[config.mk]
export PLATFORM = sky130hd
export DESIGN_NAME = nt_subckt_bist_ctrl
export DESIGN_NICKNAME = d
export VERILOG_FILES = /design/src/rtl/nt_bist_pkg.sv /design/src/rtl/nt_bist_lfsr.sv /design/src/rtl/nt_subckt_bist_ctrl.sv
export SDC_FILE = /design/constraint.sdc
export NUM_CORES = 1
export LEC_CHECK = 0
export ABC_AREA = 1
export BUFFER_PORTS_ARGS = -buffer_cell sky130_fd_sc_hd__buf_4
export CAP_MARGIN = 20
export CORE_MARGIN = 1
export CORE_UTILIZATION = 55
export DETAILED_ROUTE_END_ITERATION = 7
export PLACE_DENSITY_LB_ADDON = 0.3
export SETUP_SLACK_MARGIN = 0.2
export SLEW_MARGIN = 10
export SYNTH_ARGS = -nofsm -noshare
export SYNTH_HDL_FRONTEND = slang
export SYNTH_SLANG_ARGS = --single-unit
[constraint.sdc]
create_clock -name I1470_clk -period 1.9 [get_ports I1470_clk]
set_clock_uncertainty 0.15 [all_clocks]
set_input_delay 0.38 -clock I1470_clk [delete_from_list [all_inputs] [get_ports I1470_clk]]
set_output_delay 0.38 -clock I1470_clk [all_outputs]
set_load 0.03 [all_outputs]
[src/rtl/nt_bist_pkg.sv]
// Shared types and constants for the Nt-node subcircuit BIST controller.
// Holds the FSM state encoding, the LFSR/MISR tap mask and the fallback seed.
package nt_bist_pkg;

  typedef enum logic [2:0] {
    IDLE,
    SEED,
    RUN,
    CMP,
    DONE
  } state_t;

  // x^16 + x^14 + x^13 + x^11 + 1 -> taps on bits 15,13,12,10
  localparam logic [15:0] LFSR_TAPS    = 16'hB400;
  localparam logic [15:0] DEFAULT_SEED = 16'hACE1;

endpackage

[src/rtl/nt_bist_lfsr.sv]
// Fibonacci shift register usable as a pattern LFSR (compact=0) or a MISR.
// Ports: clk, rst_n (sync, active-low), load/load_val, step, compact/din, q_lo.
module nt_bist_lfsr
  import nt_bist_pkg::*;
#(
  parameter int SIG_W = 16,
  parameter int OUT_W = 16
) (
  input  logic             clk,
  input  logic             rst_n,
  input  logic             load,
  input  logic [SIG_W-1:0] load_val,
  input  logic             step,
  input  logic             compact,
  input  logic             din,
  output logic [OUT_W-1:0] q_lo
);

  logic [SIG_W-1:0] q;
  logic             fb;
  logic [SIG_W-1:0] q_nxt;

  assign fb    = ^(q & LFSR_TAPS);
  assign q_nxt = {q[SIG_W-2:0], fb}
               ^ {{(SIG_W-1){1'b0}}, compact & din};
  assign q_lo  = q[OUT_W-1:0];

  always_ff @(posedge clk) begin
    if (!rst_n) begin
      q <= '0;
    end else if (load) begin
      q <= load_val;
    end else if (step) begin
      q <= q_nxt;
    end
  end

endmodule

[src/rtl/nt_subckt_bist_ctrl.sv]
// BIST sequencer: seeds the CUT, drives LFSR patterns, compacts into a MISR.
// Ports: I1470_clk, I1477_rst, start, abort, seed, n_pat, golden, cut_in,
//        cut_rst_n, cut_out, busy, done, pass, signature.
module nt_subckt_bist_ctrl
  import nt_bist_pkg::*;
#(
  parameter int N_IN  = 5,
  parameter int LAT   = 3,
  parameter int CNT_W = 10,
  parameter int SIG_W = 16
) (
  input  logic             I1470_clk,
  input  logic             I1477_rst,
  input  logic             start,
  input  logic             abort,
  input  logic [SIG_W-1:0] seed,
  input  logic [CNT_W-1:0] n_pat,
  input  logic [SIG_W-1:0] golden,
  output logic [N_IN-1:0]  cut_in,
  output logic             cut_rst_n,
  input  logic             cut_out,
  output logic             busy,
  output logic             done,
  output logic             pass,
  output logic [SIG_W-1:0] signature
);

  localparam logic [CNT_W:0] LAT_W = (CNT_W+1)'(LAT);

  state_t           state;
  state_t           state_nxt;
  logic [SIG_W-1:0] seed_q;
  logic [CNT_W-1:0] npat_q;
  logic [CNT_W:0]   cnt;
  logic [CNT_W:0]   run_last;
  logic [SIG_W-1:0] misr;
  logic             misr_cap;

  // One extra bit so n_pat + LAT never wraps
  assign run_last = {1'b0, npat_q} + LAT_W - 1'b1;
  // First LAT cycles of RUN only fill the CUT pipeline
  assign misr_cap = (state == RUN) && (cnt >= LAT_W);

  always_ff @(posedge I1470_clk) begin
    if (!I1477_rst) begin
      state <= IDLE;
    end else begin
      state <= state_nxt;
    end
  end

  always_comb begin
    state_nxt = state;
    if (abort) begin
      state_nxt = IDLE;
    end else begin
      unique case (state)
        IDLE: if (start) state_nxt = SEED;
        SEED: state_nxt = (npat_q == '0) ? CMP : RUN;
        RUN:  if (cnt == run_last) state_nxt = CMP;
        CMP:  state_nxt = DONE;
        DONE: state_nxt = IDLE;
        default: state_nxt = IDLE;
      endcase
    end
  end

  always_comb begin
    busy      = 1'b1;
    done      = 1'b0;
    cut_rst_n = 1'b0;
    unique case (state)
      IDLE:    busy = 1'b0;
      RUN:     cut_rst_n = 1'b1;
      DONE:    done = 1'b1;
      default: ;
    endcase
  end

  always_ff @(posedge I1470_clk) begin
    if (!I1477_rst) begin
      seed_q    <= '0;
      npat_q    <= '0;
      cnt       <= '0;
      pass      <= 1'b0;
      signature <= '0;
    end else begin
      if (state == IDLE && start && !abort) begin
        seed_q <= (seed == '0) ? DEFAULT_SEED : seed;
        npat_q <= n_pat;
      end
      if (state == SEED) begin
        cnt <= '0;
      end else if (state == RUN) begin
        cnt <= cnt + 1'b1;
      end
      if (state == CMP && !abort) begin
        signature <= misr;
        pass      <= (misr == golden);
      end
    end
  end

  nt_bist_lfsr #(
    .SIG_W (SIG_W),
    .OUT_W (N_IN)
  ) u_pat (
    .clk      (I1470_clk),
    .rst_n    (I1477_rst),
    .load     (state == SEED),
    .load_val (seed_q),
    .step     (state == RUN),
    .compact  (1'b0),
    .din      (1'b0),
    .q_lo     (cut_in)
  );

  nt_bist_lfsr #(
    .SIG_W (SIG_W),
    .OUT_W (SIG_W)
  ) u_misr (
    .clk      (I1470_clk),
    .rst_n    (I1477_rst),
    .load     (state == SEED),
    .load_val ('0),
    .step     (misr_cap),
    .compact  (1'b1),
    .din      (cut_out),
    .q_lo     (misr)
  );

endmodule

# Yosys cells after proc, flatten, opt, wreduce, memory -nomap -nowiden
# Index checks and enable logic that the tools add are counted.
# totals
input_bits,47
wordCells,46
ff_bits,89
out_inout_bits,25
# op_classes
bitwise_logic,2
reduce_logical,14
n_eq_ne,8
muxes,10
n_addsub,3
magnitude_cmp,1
# ops
op,count
16-bit two-way mux,3
16-bit XOR reduction,2
16-bit equality test,1
16-bit logical NOT,1
16-bit by 1-bit XOR with 16-bit output,1
3-bit case mux with 4 select lines,1
10-bit by 2-bit adder with 11-bit output (second input constant),1
11-bit by 1-bit adder with 11-bit output (second input constant),1
11-bit equality test,1
11-bit by 2-bit greater-or-equal comparator with 1-bit output (second input constant),1
11-bit by 1-bit subtractor with 11-bit output (second input constant),1
10-bit logical NOT,1
3-bit by 2-bit equality test with 1-bit output (second input constant),2
3-bit two-way mux,2
1-bit logical AND,4
1-bit two-way mux,4
2-bit inequality test (second input constant),2
2-bit OR reduction,2
3-bit by 1-bit equality test with 1-bit output (second input constant),1
3-bit equality test (second input constant),1
3-bit logical NOT,1
2-bit AND reduction,1
2-bit nonzero test,1
1-bit logical NOT,1
1-bit inverter,1

# Logic depth before layout (Yosys ltp)
# logic_depth
ltp_word,5
ltp_mapped,13
mapped_depth_nobuf,13

# Hierarchy
# A second synthesis with hierarchy kept.
# unflattened
cells_unflattened,643
area_unflattened_um2,4484.3
# modules_own_cells
mod,instances,cells_each,seq_area_each_um2,area_each_um2
nt_subckt_bist_ctrl,1,390,1141.1,2792.7
nt_bist_lfsr (u_pat),1,129,320.3,864.6
nt_bist_lfsr (u_misr),1,124,320.3,827.0

# Worst setup path after synthesis
# Ideal clock, no wire load.
# synth_timing
kind,register to register
from,reg cnt[0]
to,reg u_misr.q[4] (netlist: u_misr.q_lo[4])
setup_slack_ns,0.223
required_time_ns,1.615
setup_time_ns,0.135
path_stages_with_launch,11
n_path_buf,1
arrival_ns,1.391
period_less_slack_ns,1.677
cell_sequence,dfxtp_1 ha_1 inv_1 nand3_1 nor2_1 nand4_1 nand2_2 inv_2 buf_4 nor2_1 a211oi_2
# synth_via
elab_chain_cells,2
# synth_rtl
element,line,source
"start, declared",nt_subckt_bist_ctrl.sv:34,logic [CNT_W:0] cnt;
"start signal, assigned",nt_subckt_bist_ctrl.sv:95,cnt <= cnt + 1'b1;
11-bit by 2-bit greater-or-equal comparator with 1-bit output,nt_subckt_bist_ctrl.sv:42,assign misr_cap = (state == RUN) && (cnt >= LAT_W);
1-bit logical AND,nt_subckt_bist_ctrl.sv:42,
"end signal, assigned",nt_bist_lfsr.sv:32,q <= load_val;
"end signal, assigned",nt_bist_lfsr.sv:34,q <= q_nxt;
"end, declared",nt_bist_lfsr.sv:19,logic [SIG_W-1:0] q;
# No other way between the ends.
# A chain may end at the register's enable or synchronous reset.

# Worst setup path after layout
# layout_timing
from,reg state[2]
to,out cut_rst_n
# layout_via
elab_chain_cells,2
# layout_rtl
element,line,source
"start, declared",nt_subckt_bist_ctrl.sv:30,state_t state;
"start signal, assigned",nt_subckt_bist_ctrl.sv:48,state <= state_nxt;
3-bit by 2-bit equality test with 1-bit output,nt_subckt_bist_ctrl.sv:72,unique case (state)
1-bit two-way mux,nt_subckt_bist_ctrl.sv:72,
"end, declared",nt_subckt_bist_ctrl.sv:20,"output logic cut_rst_n,"
# No other way between the ends.

==> flow_metrics.env <==
export IMPL_grt_max_degree=33
export IMPL_portBuffers=71
export IMPL_worst_skew_pair_late_latency_ns=0.36
export IMPL_synth_compound_area_frac=0.158
export IMPL_synth_top_area_frac=0.432
export IMPL_synth_most_common_cell="nand2_1"
export IMPL_hold_viol_final=0
export IMPL_dp_hpwl_um=7120
export IMPL_dpl_instance_area_um2=4760
export IMPL_firstDrtPassIters=5
export IMPL_coreArea_um2=7250
export IMPL_synth_avg_cell_area_um2=7.32
export IMPL_synth_warnings=0
export IMPL_period_share=0.891
export IMPL_end_kind="output pin"
export IMPL_drive_gt1_frac=0.247
export IMPL_synth_common_cells="nand2_1 (114), dfxtp_1 (89), nor2_1 (74), o21ai_0 (58), a21oi_1 (42)"
export IMPL_slew_limit_headroom=0.640
export IMPL_tritoncts="done"
export IMPL_r2r_setup_slack_ns=0.24
export IMPL_antenna_found_initial=0
export IMPL_wl_per_cell_um=14.1
export IMPL_ir_drop_mv=0.371
export IMPL_ys_async_sr_fraction=0
export IMPL_clock_path_buffers=2
export IMPL_drc=0
export IMPL_synthToLayoutAreaGrowth_pct=27.1
export IMPL_cp_required_ns=1.37
export IMPL_cp_max_fo=6
export IMPL_io_pin_count=72
export IMPL_rsz0062_at_grt="yes"
export IMPL_grt_overflow_total=0
export IMPL_worst_slew_pin_slew_ns=0.539
export IMPL_design_area_um2=5250
export IMPL_worst_setup_path_type="reg -> out"
export IMPL_fp_dieW_um=88.6
export IMPL_synth_simple_gate_area_share=0.253
export IMPL_hold_path_class="in -> reg"
export IMPL_cts_clk_slew_worst_paths_ns=0.09
export IMPL_synthAdderAreaFrac=0.00606
export IMPL_ys_flop_type="dfxtp_1"
export IMPL_synth_area_top_cells="dfxtp_1 (43%), nand2_1 (10%), o21ai_0 (7.0%)"
export IMPL_grt_total_usage=0.266
export IMPL_die_h_um=88.6
export IMPL_synth_area_um2=4130
export IMPL_cp_start_kind="flip-flop"
export IMPL_ys_ff_latch=89
export IMPL_cp_arrival_ns=1.16
export IMPL_status="finished, final reports clean"
export IMPL_fp_row_count=31
export IMPL_cts_buffers=9
export IMPL_h_tree_depth=3
export IMPL_synthMuxAreaShare=0
export IMPL_setup_tns_ns=0
export IMPL_power_density_nw_per_um2=710
export IMPL_drv_cap=0
export IMPL_drtIter0Drc=282
export IMPL_synth_distinct_cells=30
export IMPL_drv_slew=0
export IMPL_place_gp_congestion=0.892
export IMPL_diodes=0
export IMPL_finalSetupViolCount=0
export IMPL_max_freq_ghz=0.591
export IMPL_synth_xor_area_frac=0.0700
export IMPL_post_route_min_period_ns=1.69
export IMPL_wl_um=10600
export IMPL_grt_pass1_vias=3541
export IMPL_ys_seq_area_frac=0.432
export IMPL_grt_first_pass_wirelength_um=16000
export IMPL_clockRootBuffer="clkbuf_8"
export IMPL_vias=4044
export IMPL_drt_vias_per_instance=5.36
export IMPL_synth_edff_count=0
export IMPL_clock_sinks=89
export IMPL_netlist_instances=564
export IMPL_synth_nets=613
export IMPL_synth_top_family_by_area="simple AND/OR/NAND/NOR gates"
export IMPL_p_leak_nw=2.17
export IMPL_detail_route_antenna_nets=0
export IMPL_initial_utilization=0.569
export IMPL_final_nets=699
export IMPL_fillers=567
export IMPL_yosys_area_top_type="dfxtp_1"
export IMPL_design_die_area_um2=7860
## layout make-up
| type | instances | area [um^2] | area share |
|---|---|---|---|
| tap | 99 | 124 | 0.0236 |
| clock buffer | 10 | 138 | 0.0262 |
| timing repair buffer | 103 | 822 | 0.157 |
| inverter | 49 | 201 | 0.0384 |
| sequential | 89 | 1800 | 0.343 |
| multi-input combinational | 398 | 2090 | 0.398 |
| clock inverter | 6 | 73.8 | 0.0141 |
## per-stage QoR
| stage | hold slack [ns] | std cells | utilization | power, mW | setup WS, ns |
|---|---|---|---|---|---|
| 2_1_floorplan | 0.304 | 564 | - | 2.21 | 0.223 |
| 3_3_place_gp | 0.314 | 720 | 0.657 | 2.35 | 0.195 |
| 3_5_place_dp | 0.322 | 720 | 0.657 | 2.36 | 0.111 |
| 4_1_cts | 0.0816 | 740 | 0.691 | 3.72 | 0.181 |
| 5_1_grt | 0.0854 | 754 | 0.723 | 3.88 | 0.124 |
| 6_report | 0.0895 | 754 | 0.723 | 3.72 | 0.207 |
## layout by cell type (no fill, tap or decap), drive strengths merged
master and n:
dfxtp 89, buf 103, bufinv 1, nand4 7
o21ai 61, nor3 13, nor3b 1, a21o 1
clkinv 3, xnor2 19, nor4 7, nand2 115
inv 49, clkinvlp 2, a21oi 43, ha 2
a31oi 17, nand3 21, clkbuf 10, nor2 76
xor2 14, a211oi 1
## worst max-delay path: stages, from the launching register on
cell	delay, ns
dfxtp_4	0.40
inv_6	0.05
nand3_4	0.12
clkinv_4	0.09
buf_8	0.14
## worst paths after layout
kind	startpoint	endpoint	depth (start not counted)
max reg2reg	state[2]$_SDFFE_PP0P_	u_misr.q_lo[6]$_SDFFE_PP0P_	9
max	state[2]$_SDFFE_PP0P_	cut_rst_n	4
min reg2reg	seed_q[9]$_SDFFE_PN0P_	u_pat.q[9]$_SDFFE_PN0P_	2
min	n_pat[0]	npat_q[0]$_SDFFE_PN0P_	3
## where the power goes
part	switching (mW)	total (mW)	internal (mW)
logic	0.214	0.393	0.178
registers	0.0444	1.96	1.91
clock network	0.712	1.37	0.662
total	0.971	3.72	2.75
## cells by family after synthesis
| family | Yosys count |
|---|---|
| flops | 89 |
| simple gates | 240 |
| fa+ha+maj | 2 |
| xor+xnor | 33 |
| buf+inv | 77 |
| compound gates | 123 |
## registers in the layout, indices dropped and copies added (netlist names)
register / count
cnt: 11
npat_q: 10
pass: 1
seed_q: 16
signature: 16
state: 3
u_misr.q_lo: 16
u_pat.q: 16
## metal layers
layer,up-vias,GRT usage,wire [um]
met5,-,0,0
met4,0,0.119,287
met3,32,0.0718,606
met2,143,0.423,5030
met1,1861,0.339,4670
li1,2008,-,-
## repair_timing
action,4_1_cts,5_1_grt
gates resized for setup,6,44
endpoints found under the setup margin,15,37
hold buffers,0,0
gates cloned,0,1
pin swaps,2,6
buffers inserted,4,13
Note: power is estimated with default switching activity, not from simulation.
